`config.mk`:
```
export PLATFORM = sky130hd
export DESIGN_NAME = union_tagged_fifo
export DESIGN_NICKNAME = d
export VERILOG_FILES = /design/src/rtl/union_tagged_fifo.sv
export SDC_FILE = /design/constraint.sdc
export NUM_CORES = 1
export LEC_CHECK = 0
export BUFFER_PORTS_ARGS = -buffer_cell sky130_fd_sc_hd__buf_2
export CAP_MARGIN = 25
export CORE_ASPECT_RATIO = 0.6
export CORE_MARGIN = 2
export CORE_UTILIZATION = 25
export DETAILED_ROUTE_END_ITERATION = 10
export PLACE_DENSITY = 0.55
export SLEW_MARGIN = 0
export SYNTH_ARGS = -nofsm -noshare
export SYNTH_HDL_FRONTEND = slang
export SYNTH_SLANG_ARGS = --single-unit
```
`constraint.sdc`:
```
create_clock -name clk -period 2.85 [get_ports clk]
set_clock_uncertainty 0.15 [all_clocks]
set_input_delay 0.285 -clock clk [delete_from_list [all_inputs] [get_ports clk]]
set_output_delay 0.285 -clock clk [all_outputs]
set_load 0.05 [all_outputs]
```
`src/rtl/union_tagged_fifo.sv`:
```
// FIFO of tagged entries {kind tag, payload}. Valid/ready on both sides; entries with illegal
// tags are consumed and dropped, and accepted pushes are counted per kind.
module union_tagged_fifo #(
    parameter int DATA_W    = 32,
    parameter int DEPTH     = 4,
    parameter int NUM_KINDS = 3,
    parameter int TAG_W     = 2
) (
    input  logic                        clk,
    input  logic                        rst_n,
    input  logic                        in_valid,
    output logic                        in_ready,
    input  logic [TAG_W-1:0]            in_tag,
    input  logic [DATA_W-1:0]           in_data,
    output logic                        out_valid,
    input  logic                        out_ready,
    output logic [TAG_W-1:0]            out_tag,
    output logic [DATA_W-1:0]           out_data,
    output logic [31:0]                 out_int,
    output logic [$clog2(DEPTH):0]      count,
    output logic                        tag_err,
    output logic [NUM_KINDS*16-1:0]     kind_cnt
);

    localparam int PTR_W = $clog2(DEPTH);
    localparam int CNT_W = PTR_W + 1;
    localparam logic [CNT_W-1:0] FULL_CNT  = CNT_W'(DEPTH);
    localparam logic [TAG_W:0]   KIND_LIM  = (TAG_W+1)'(NUM_KINDS);

    // Payload views share the same bits; the shortreal view is simply the raw bits at 32 wide.
    typedef union packed {
        logic        [DATA_W-1:0] raw;
        logic signed [DATA_W-1:0] sval;
    } payload_t;

    typedef struct packed {
        logic [TAG_W-1:0] tag;
        payload_t         data;
    } entry_t;

    entry_t             r_mem [DEPTH];
    logic [PTR_W-1:0]   r_wr_ptr;
    logic [PTR_W-1:0]   r_rd_ptr;
    logic [CNT_W-1:0]   r_count;
    logic               r_tag_err;
    logic [15:0]        r_kind_cnt [NUM_KINDS];

    logic               w_in_ready;
    logic               w_out_valid;
    logic               w_tag_ok;
    logic               w_accept;
    logic               w_push;
    logic               w_pop;
    entry_t             w_head;

    assign w_in_ready  = (r_count != FULL_CNT);
    assign w_out_valid = (r_count != '0);
    assign w_tag_ok    = ({1'b0, in_tag} < KIND_LIM);
    assign w_accept    = in_valid && w_in_ready;
    assign w_push      = w_accept && w_tag_ok;
    assign w_pop       = w_out_valid && out_ready;
    assign w_head      = r_mem[r_rd_ptr];

    // Storage needs no reset: out_* are don't-care whenever count is zero.
    always_ff @(posedge clk) begin
        if (w_push) begin
            r_mem[r_wr_ptr].tag      <= in_tag;
            r_mem[r_wr_ptr].data.raw <= in_data;
        end
    end

    always_ff @(posedge clk or negedge rst_n) begin
        if (!rst_n) begin
            r_wr_ptr  <= '0;
            r_rd_ptr  <= '0;
            r_count   <= '0;
            r_tag_err <= 1'b0;
        end else begin
            if (w_push)
                r_wr_ptr <= r_wr_ptr + 1'b1;
            if (w_pop)
                r_rd_ptr <= r_rd_ptr + 1'b1;
            unique case ({w_push, w_pop})
                2'b10:   r_count <= r_count + 1'b1;
                2'b01:   r_count <= r_count - 1'b1;
                default: r_count <= r_count;
            endcase
            if (w_accept && !w_tag_ok)
                r_tag_err <= 1'b1;
        end
    end

    // Per-kind push counters saturate rather than wrap.
    always_ff @(posedge clk or negedge rst_n) begin
        if (!rst_n) begin
            for (int k = 0; k < NUM_KINDS; k++)
                r_kind_cnt[k] <= '0;
        end else begin
            for (int k = 0; k < NUM_KINDS; k++) begin
                if (w_push && ({1'b0, in_tag} == (TAG_W+1)'(k)) && (r_kind_cnt[k] != 16'hFFFF))
                    r_kind_cnt[k] <= r_kind_cnt[k] + 16'd1;
            end
        end
    end

    always_comb begin
        kind_cnt = '0;
        for (int k = 0; k < NUM_KINDS; k++)
            kind_cnt[16*k +: 16] = r_kind_cnt[k];
    end

    generate
        if (DATA_W < 32) begin : g_int_ext
            assign out_int = {{(32-DATA_W){w_head.data.sval[DATA_W-1]}}, w_head.data.raw};
        end else begin : g_int_trunc
            assign out_int = w_head.data.raw[31:0];
        end
    endgenerate

    assign in_ready  = w_in_ready;
    assign out_valid = w_out_valid;
    assign out_tag   = w_head.tag;
    assign out_data  = w_head.data.raw;
    assign count     = r_count;
    assign tag_err   = r_tag_err;

endmodule

```
==> results.py, run 1 <==
metrics = {
    "clock_network": {
        "post_cts_resized": 0,
        "cts_buffer_depth": 2,
        "clk_latency_ns": 0.43,
        "cts_tree": "yes",
        "cts.clk_slew.worst_paths_ns": 0.08,
        "postCtsSetupBuffers": 0,
        "cts_made_buffers": 17,
        "cts-root-buf": "clkbuf_16",
        "cts_hold_buf": 34,
        "htree_levels": 4,
        "cts.sinks": 192,
    },
    "sta": {
        "rsz0062_at_grt": "false",
        "setup_tns_ns": 0,
        "period_needed_ns": 2.642,
        "fmax_ghz": 0.3785,
        "finalSetupViolations": 0,
        "slew_viol_final": 0,
        "min_period_over_period": 0.9271,
        "tightest_slew_ns": 0.8337,
        "finalHoldViolCount": 0,
        "maxSlewHeadroom": 0.4442,
        "fin_ws_ns": 0.2079,
        "timing.hold.ws_ns": 0.03431,
    },
    "synthesis": {
        "synth_edf_count": 136,
        "ys_seq_area_frac": 0.6895,
        "syn_area_per_cell_um2": 16.93,
        "syn_inst": 470,
        "yosys_warnings": 0,
        "syn_nets": 517,
        "yosys_register_bits": 192,
        "ys_types": 44,
        "syn-cell-area_um2": 7955,
        "async_flop_share": 0.2917,
        "synth_top_flop_cell": "edfxtp_1",
    },
    "finish": {
        "drive_gt1_frac": 0.3818,
        "utilization": 0.3208,
        "fill_cells": 3045,
        "finalNetCount": 694,
        "num_antenna_cells": 0,
        "stdcell_count": 1076,
        "syn_to_final_growth_pct": 25.90,
        "seqCellArea_um2": 5489,
        "multi_input_area_um2": 2136,
        "fin_area_um2": 10020,
    },
    "hold_path": {
        "whs_endpoint": "tag_err",
        "hold_depth": 2,
        "hp-start": "in_valid",
        "hp-class": "in2reg",
    },
    "floorplanning": {
        "ios": 158,
        "dieArea_um2": 33310,
        "initial_core_util": 0.2548,
        "die_h_um": 142.2,
        "core_area_um2": 31220,
        "dieWidth_um": 234.3,
        "rows": 50,
    },
    "detailed_routing": {
        "drc": 0,
        "antenna_left": 0,
        "wl_um": 17550,
        "viasPerCell": 4.177,
        "routedWlPerCell_um": 16.31,
        "first_pass_iters": 4,
        "drtIter0Drc": 216,
        "vias": 4494,
    },
    "worst_setup_path": {
        "cp_cell_sequence": "buf_12 -> mux4_2 -> buf_2",
        "critPathRequiredTime_ns": 2.41,
        "ff2ff_path_depth": 11,
        "critPathTopFamily": "flip-flops",
        "worst-setup-path-type": "reg2out",
        "worstReg2RegEnd": "count[2]",
        "arrival_ns": 2.21,
        "r2r-start": "count[2]",
        "worst_setup_path_start_kind": "register",
        "end_kind": "output port",
        "path_buf_inv": 2,
        "crit_cells": 3,
        "max_stage_delay_ns": 0.64,
        "r2r_setup_slack_ns": 0.55,
        "crit_fanout": 25,
        "crit_slowest_cell": "dfrtp_2",
    },
    "place": {
        "port_buffers": 157,
        "place_ws_ns": 0.5590,
        "dpl-instance-area_um2": 9139,
        "place.gp.congestion": 0.7629,
        "dp.cells": 1010,
        "place.detailed.hpwl_um": 12010,
    },
    "job": {
        "maxCapViolCount": 0,
    },
    "global_route": {
        "overflow": 0,
        "first_global_vias": 4478,
        "grt_pass1_wl_um": 27080,
        "antenna_found_initial": 0,
        "grt_start_max_net_pins": 36,
        "grt_use_total": 0.1095,
    },
    "pwr": {
        "power_density_nw_per_um2": 1109,
        "ir_worst_vdd_v": 0.0005403,
        "total_power_mw": 11.10,
        "p_leak_nw": 3.944,
    },
    "status": {
        "status": "finished clean",
    },
}
==> report_power, final <==
group          internal [mW]  switching, mW  leakage [nW]
clock                   1.14           1.09         0.248
combinational           1.33           3.81          1.74
sequential              3.47          0.272          1.96
total                   5.94           5.17          3.94
==> layout make-up <==
cell class | instances | area share
clock buffer | 19 | 0.04322
multi-input combinational | 223 | 0.2132
timing repair buffer | 201 | 0.1287
inverter | 12 | 0.004497
tap | 416 | 0.05197
sequential | 192 | 0.5480
clock inverter | 13 | 0.01037
==> worst max-delay path by stage <==
stage                            from            to  slack (ns)
after floorplan              count[0]      count[2]       0.009
after global placement       count[2]      count[2]        0.53
after detailed placement     count[2]      count[2]        0.56
after CTS                 r_rd_ptr[0]   out_int[28]        0.13
after global routing      r_rd_ptr[0]  out_data[30]        0.05
final                     r_rd_ptr[0]  out_data[30]        0.21
==> sequential cells by signal, indices dropped and copies added, names as in the netlist <==
signal    flops
kind_cnt     48
r_rd_ptr      2
r_wr_ptr      2
tag_err       1
r_mem       136
count         3
==> cells in the final DEF (no fill, tap or decap), drive strengths merged, types with 4 or more instances in the layout <==
cell type,n
ha,8
and2,11
inv,18
and4,6
nor3,9
and3,8
nor2,15
edfxtp,136
clkbuf,19
dlygate4sd3,34
mux4,34
a21oi,7
nand3,16
buf,167
nand4,11
mux2,6
nand2b,4
xor2,21
dfrtp,56
xnor2,20
clkinvlp,5
nand2,24
==> Yosys cell counts (3+ instances only) <==
library cell | count | area [µm²]
and3_1 | 8 | 50.05
nor2_1 | 15 | 56.30
and4_1 | 6 | 52.55
buf_2 | 4 | 20.02
nand4_1 | 11 | 68.82
nor3_1 | 5 | 25.02
mux2_2 | 6 | 67.56
xor2_1 | 21 | 183.9
buf_4 | 32 | 240.2
and2_1 | 11 | 68.82
a21oi_1 | 7 | 35.03
nand2_1 | 24 | 90.09
clkbuf_1 | 6 | 22.52
ha_1 | 8 | 100.1
nand3_1 | 16 | 80.08
xnor2_1 | 20 | 175.2
mux4_2 | 34 | 765.7
edfxtp_1 | 136 | 4084
inv_1 | 12 | 45.04
dfrtp_1 | 56 | 1401
nand2b_1 | 3 | 18.77
==> logic make-up (layout without fill, tap and decap cells) <==
kind of cell    Yosys count  count (layout)  share of synthesized area
flops                   192             192                     0.6895
simple gates            112             112                    0.08195
buf+inv                  55             245                    0.04262
mux                      42              42                     0.1073
xor+xnor                 41              41                    0.04514
compound gates           19              19                    0.01840
fa+ha+maj                 9               9                    0.01510
==> metal layers <==
metal | part of all wire | GRT usage | vias up
li1 | - | - | 2102
met1 | 0.49 | 0.1595 | 2310
met2 | 0.46 | 0.1624 | 74
met3 | 0.034 | 0.02524 | 8
met4 | 0.0096 | 0.03145 | 0
met5 | 0 | 0 | -
(Power assumes the default switching activity.)
==> inputs of run 2 (changes only) <==
Settings changed: CORE_MARGIN 2 to 5.
==> run 2 against run 1 <==
Worst hold slack worse by 0.0068 ns. Design area grew 0.15%. Maximum frequency up 1.9%. Highest routed layer unchanged. Sequential cell count stayed put. Worst setup slack improved by 0.050 ns. Sequential power is 1% higher. Power increased by 0.87%. Clock power rose by 4%. Die area grew 6.9%. Core utilization barely moved. Combinational power is essentially flat. Final cell count increased by 0.19%.
==> results.py, run 2 (same netlist as run 1, synthesis figures left out) <==
metrics = {
    "clock_network": {
        "cts_made_buffers": 17,
        "postCtsSetupBuffers": 0,
        "cts.sinks": 192,
        "htree_levels": 4,
        "cts_buffer_depth": 2,
        "cts.clk_slew.worst_paths_ns": 0.07,
        "cts_tree": "yes",
        "post_cts_resized": 0,
        "cts-root-buf": "clkbuf_16",
        "clk_latency_ns": 0.45,
    },
    "sta": {
        "setup_tns_ns": 0,
        "period_needed_ns": 2.592,
        "tightest_slew_ns": 0.5833,
        "timing.hold.ws_ns": 0.02749,
        "rsz0062_at_grt": "false",
        "maxSlewHeadroom": 0.6111,
        "slew_viol_final": 0,
        "min_period_over_period": 0.9095,
        "finalHoldViolCount": 0,
        "fmax_ghz": 0.3858,
        "finalSetupViolations": 0,
    },
    "floorplanning": {
        "core_area_um2": 31280,
        "dieArea_um2": 35610,
        "rows": 50,
        "dieWidth_um": 240.3,
        "die_h_um": 148.2,
        "ios": 158,
        "initial_core_util": 0.2543,
    },
    "global_route": {
        "use_met3": 0.03039,
        "grt_pass1_wl_um": 28430,
        "use_met2": 0.1561,
        "top_usage_layer": "met2",
        "grtUsageMet1": 0.1525,
        "overflow": 0,
        "grt_start_max_net_pins": 28,
        "first_global_vias": 4633,
        "grt_use_total": 0.1058,
        "antenna_found_initial": 0,
    },
    "worst_setup_path": {
        "critPathTopFamily": "flip-flops",
        "worst_setup_path_start_kind": "register",
        "crit_cells": 3,
        "r2r-start": "count[2]",
        "path_buf_inv": 2,
        "worstReg2RegEnd": "count[2]",
        "ff2ff_path_depth": 11,
        "end_kind": "output port",
        "critPathRequiredTime_ns": 2.41,
        "r2r_setup_slack_ns": 0.46,
        "cp-endpoint": "out_data[23]",
        "cp_cell_sequence": "buf_12 -> mux4_2 -> buf_2",
        "worst-setup-path-type": "reg2out",
        "arrival_ns": 2.16,
        "crit_fanout": 17,
        "max_stage_delay_ns": 0.65,
        "crit_path_start": "r_rd_ptr[0]",
        "crit_slowest_cell": "dfrtp_2",
    },
    "pwr": {
        "clkPwrFrac": 0.206,
        "p_sw_mw": 5.177,
        "netSwitchingFraction": 0.4623,
        "combPwrFrac": 0.457,
        "power_density_nw_per_um2": 1117,
        "p_leak_nw": 3.980,
        "p_seq_frac": 0.338,
        "internal_power_mw": 6.023,
        "ir_worst_vdd_v": 0.0004501,
    },
    "finish": {
        "layout_common_cells": "157 x buf_2, 136 x edfxtp_1, 53 x dfrtp_1",
        "num_antenna_cells": 0,
        "fin_area_um2": 10030,
        "largest_reg_flops": 136,
        "layout_commonest_cell": "buf_2",
        "finalNetCount": 696,
        "drive_gt1_frac": 0.3867,
        "top_register": "r_mem",
        "syn_to_final_growth_pct": 26.09,
    },
    "detailed_routing": {
        "first_pass_iters": 4,
        "routedWlPerCell_um": 16.98,
        "antenna_left": 0,
        "wl_um": 18300,
        "drc": 0,
        "drtIter0Drc": 322,
        "vias": 4513,
        "viasPerCell": 4.186,
    },
    "place": {
        "dpl-instance-area_um2": 9149,
        "port_buffers": 157,
        "place.detailed.hpwl_um": 12600,
        "place.gp.congestion": 0.7505,
    },
    "job": {
        "maxCapViolCount": 0,
    },
    "status": {
        "status": "finished clean",
    },
    "hold_path": {
        "hp-class": "in2reg",
    },
}
run 2: changes by cell type in the layout (fill, tap and decap cells not counted), moves of 2 or more:
cell	change
inv_4	+2
inv_8	-2
buf_4	+4
clkinvlp_4	-5
clkinv_4	+2
run 2: area by class of cell:
type / count / area, µm²
fillers: 3090 / 21250
clock inverters: 10 / 75.07
inverters: 12 / 45.04
flip-flops and latches: 192 / 5489
well taps: 416 / 520.5
clock buffers: 22 / 476.7
repair buffers: 203 / 1289
multi-input cells: 223 / 2136
run 2: worst min-delay path by stage:
| stage | from | to | slack [ns] | cells past startpoint |
|---|---|---|---|---|
| after floorplan | rst_n | count[0] | -0.16 | 0 |
| after global placement | rst_n | kind_cnt[37] | 0.02 | 1 |
| final | in_tag[1] | r_mem[0][33] | 0.03 | 1 |
| after detailed placement | rst_n | kind_cnt[37] | 0.03 | 1 |
| after CTS | in_tag[1] | r_mem[2][33] | 0.007 | 1 |
| after global routing | in_tag[1] | r_mem[2][33] | 0.02 | 1 |
run 2: timing repair:
action,in CTS,in global routing
endpoints found under the hold margin,184,0
setup endpoints to repair,0,0
hold buffers,33,0
run 2: power by group through the flow:
stage | Clock, mW | Sequential [mW] | Combinational [mW]
after floorplan | 0 | 4.11 | 3.93
after global placement | 0 | 3.85 | 5.15
after detailed placement | 0 | 3.85 | 5.16
after CTS | 2.39 | 3.80 | 5.21
after global routing | 2.51 | 3.85 | 5.39
final | 2.31 | 3.78 | 5.11
run 2: worst reg2reg max path: cells and delay by family (launching register included):
kind,cells,cell delay (ns)
AOI/OAI and AO/OA,1,0.47
xor gates and xnor gates,2,0.27
adders and majority gates,2,0.41
buffers and inverters,3,0.26
DFF,1,0.42
and+or+nand+nor,3,0.29
run 2: metrics by stage:
stage,worst slack (ns),power [mW],util,cells
floorplan,0.008662,8.033,-,470
global placement,0.3793,9.005,0.2925,1013
detailed placement,0.4319,9.013,0.2925,1013
CTS,0.1684,11.39,0.3207,1078
global route,0.09395,11.74,0.3207,1078
finish,0.2578,11.20,0.3207,1078
run 2: layer usage:
metal  routed length, µm  share of wire
met1                9125           0.50
met2                8296           0.45
met3                 699          0.038
met4                 182         0.0099
met5                   0              0
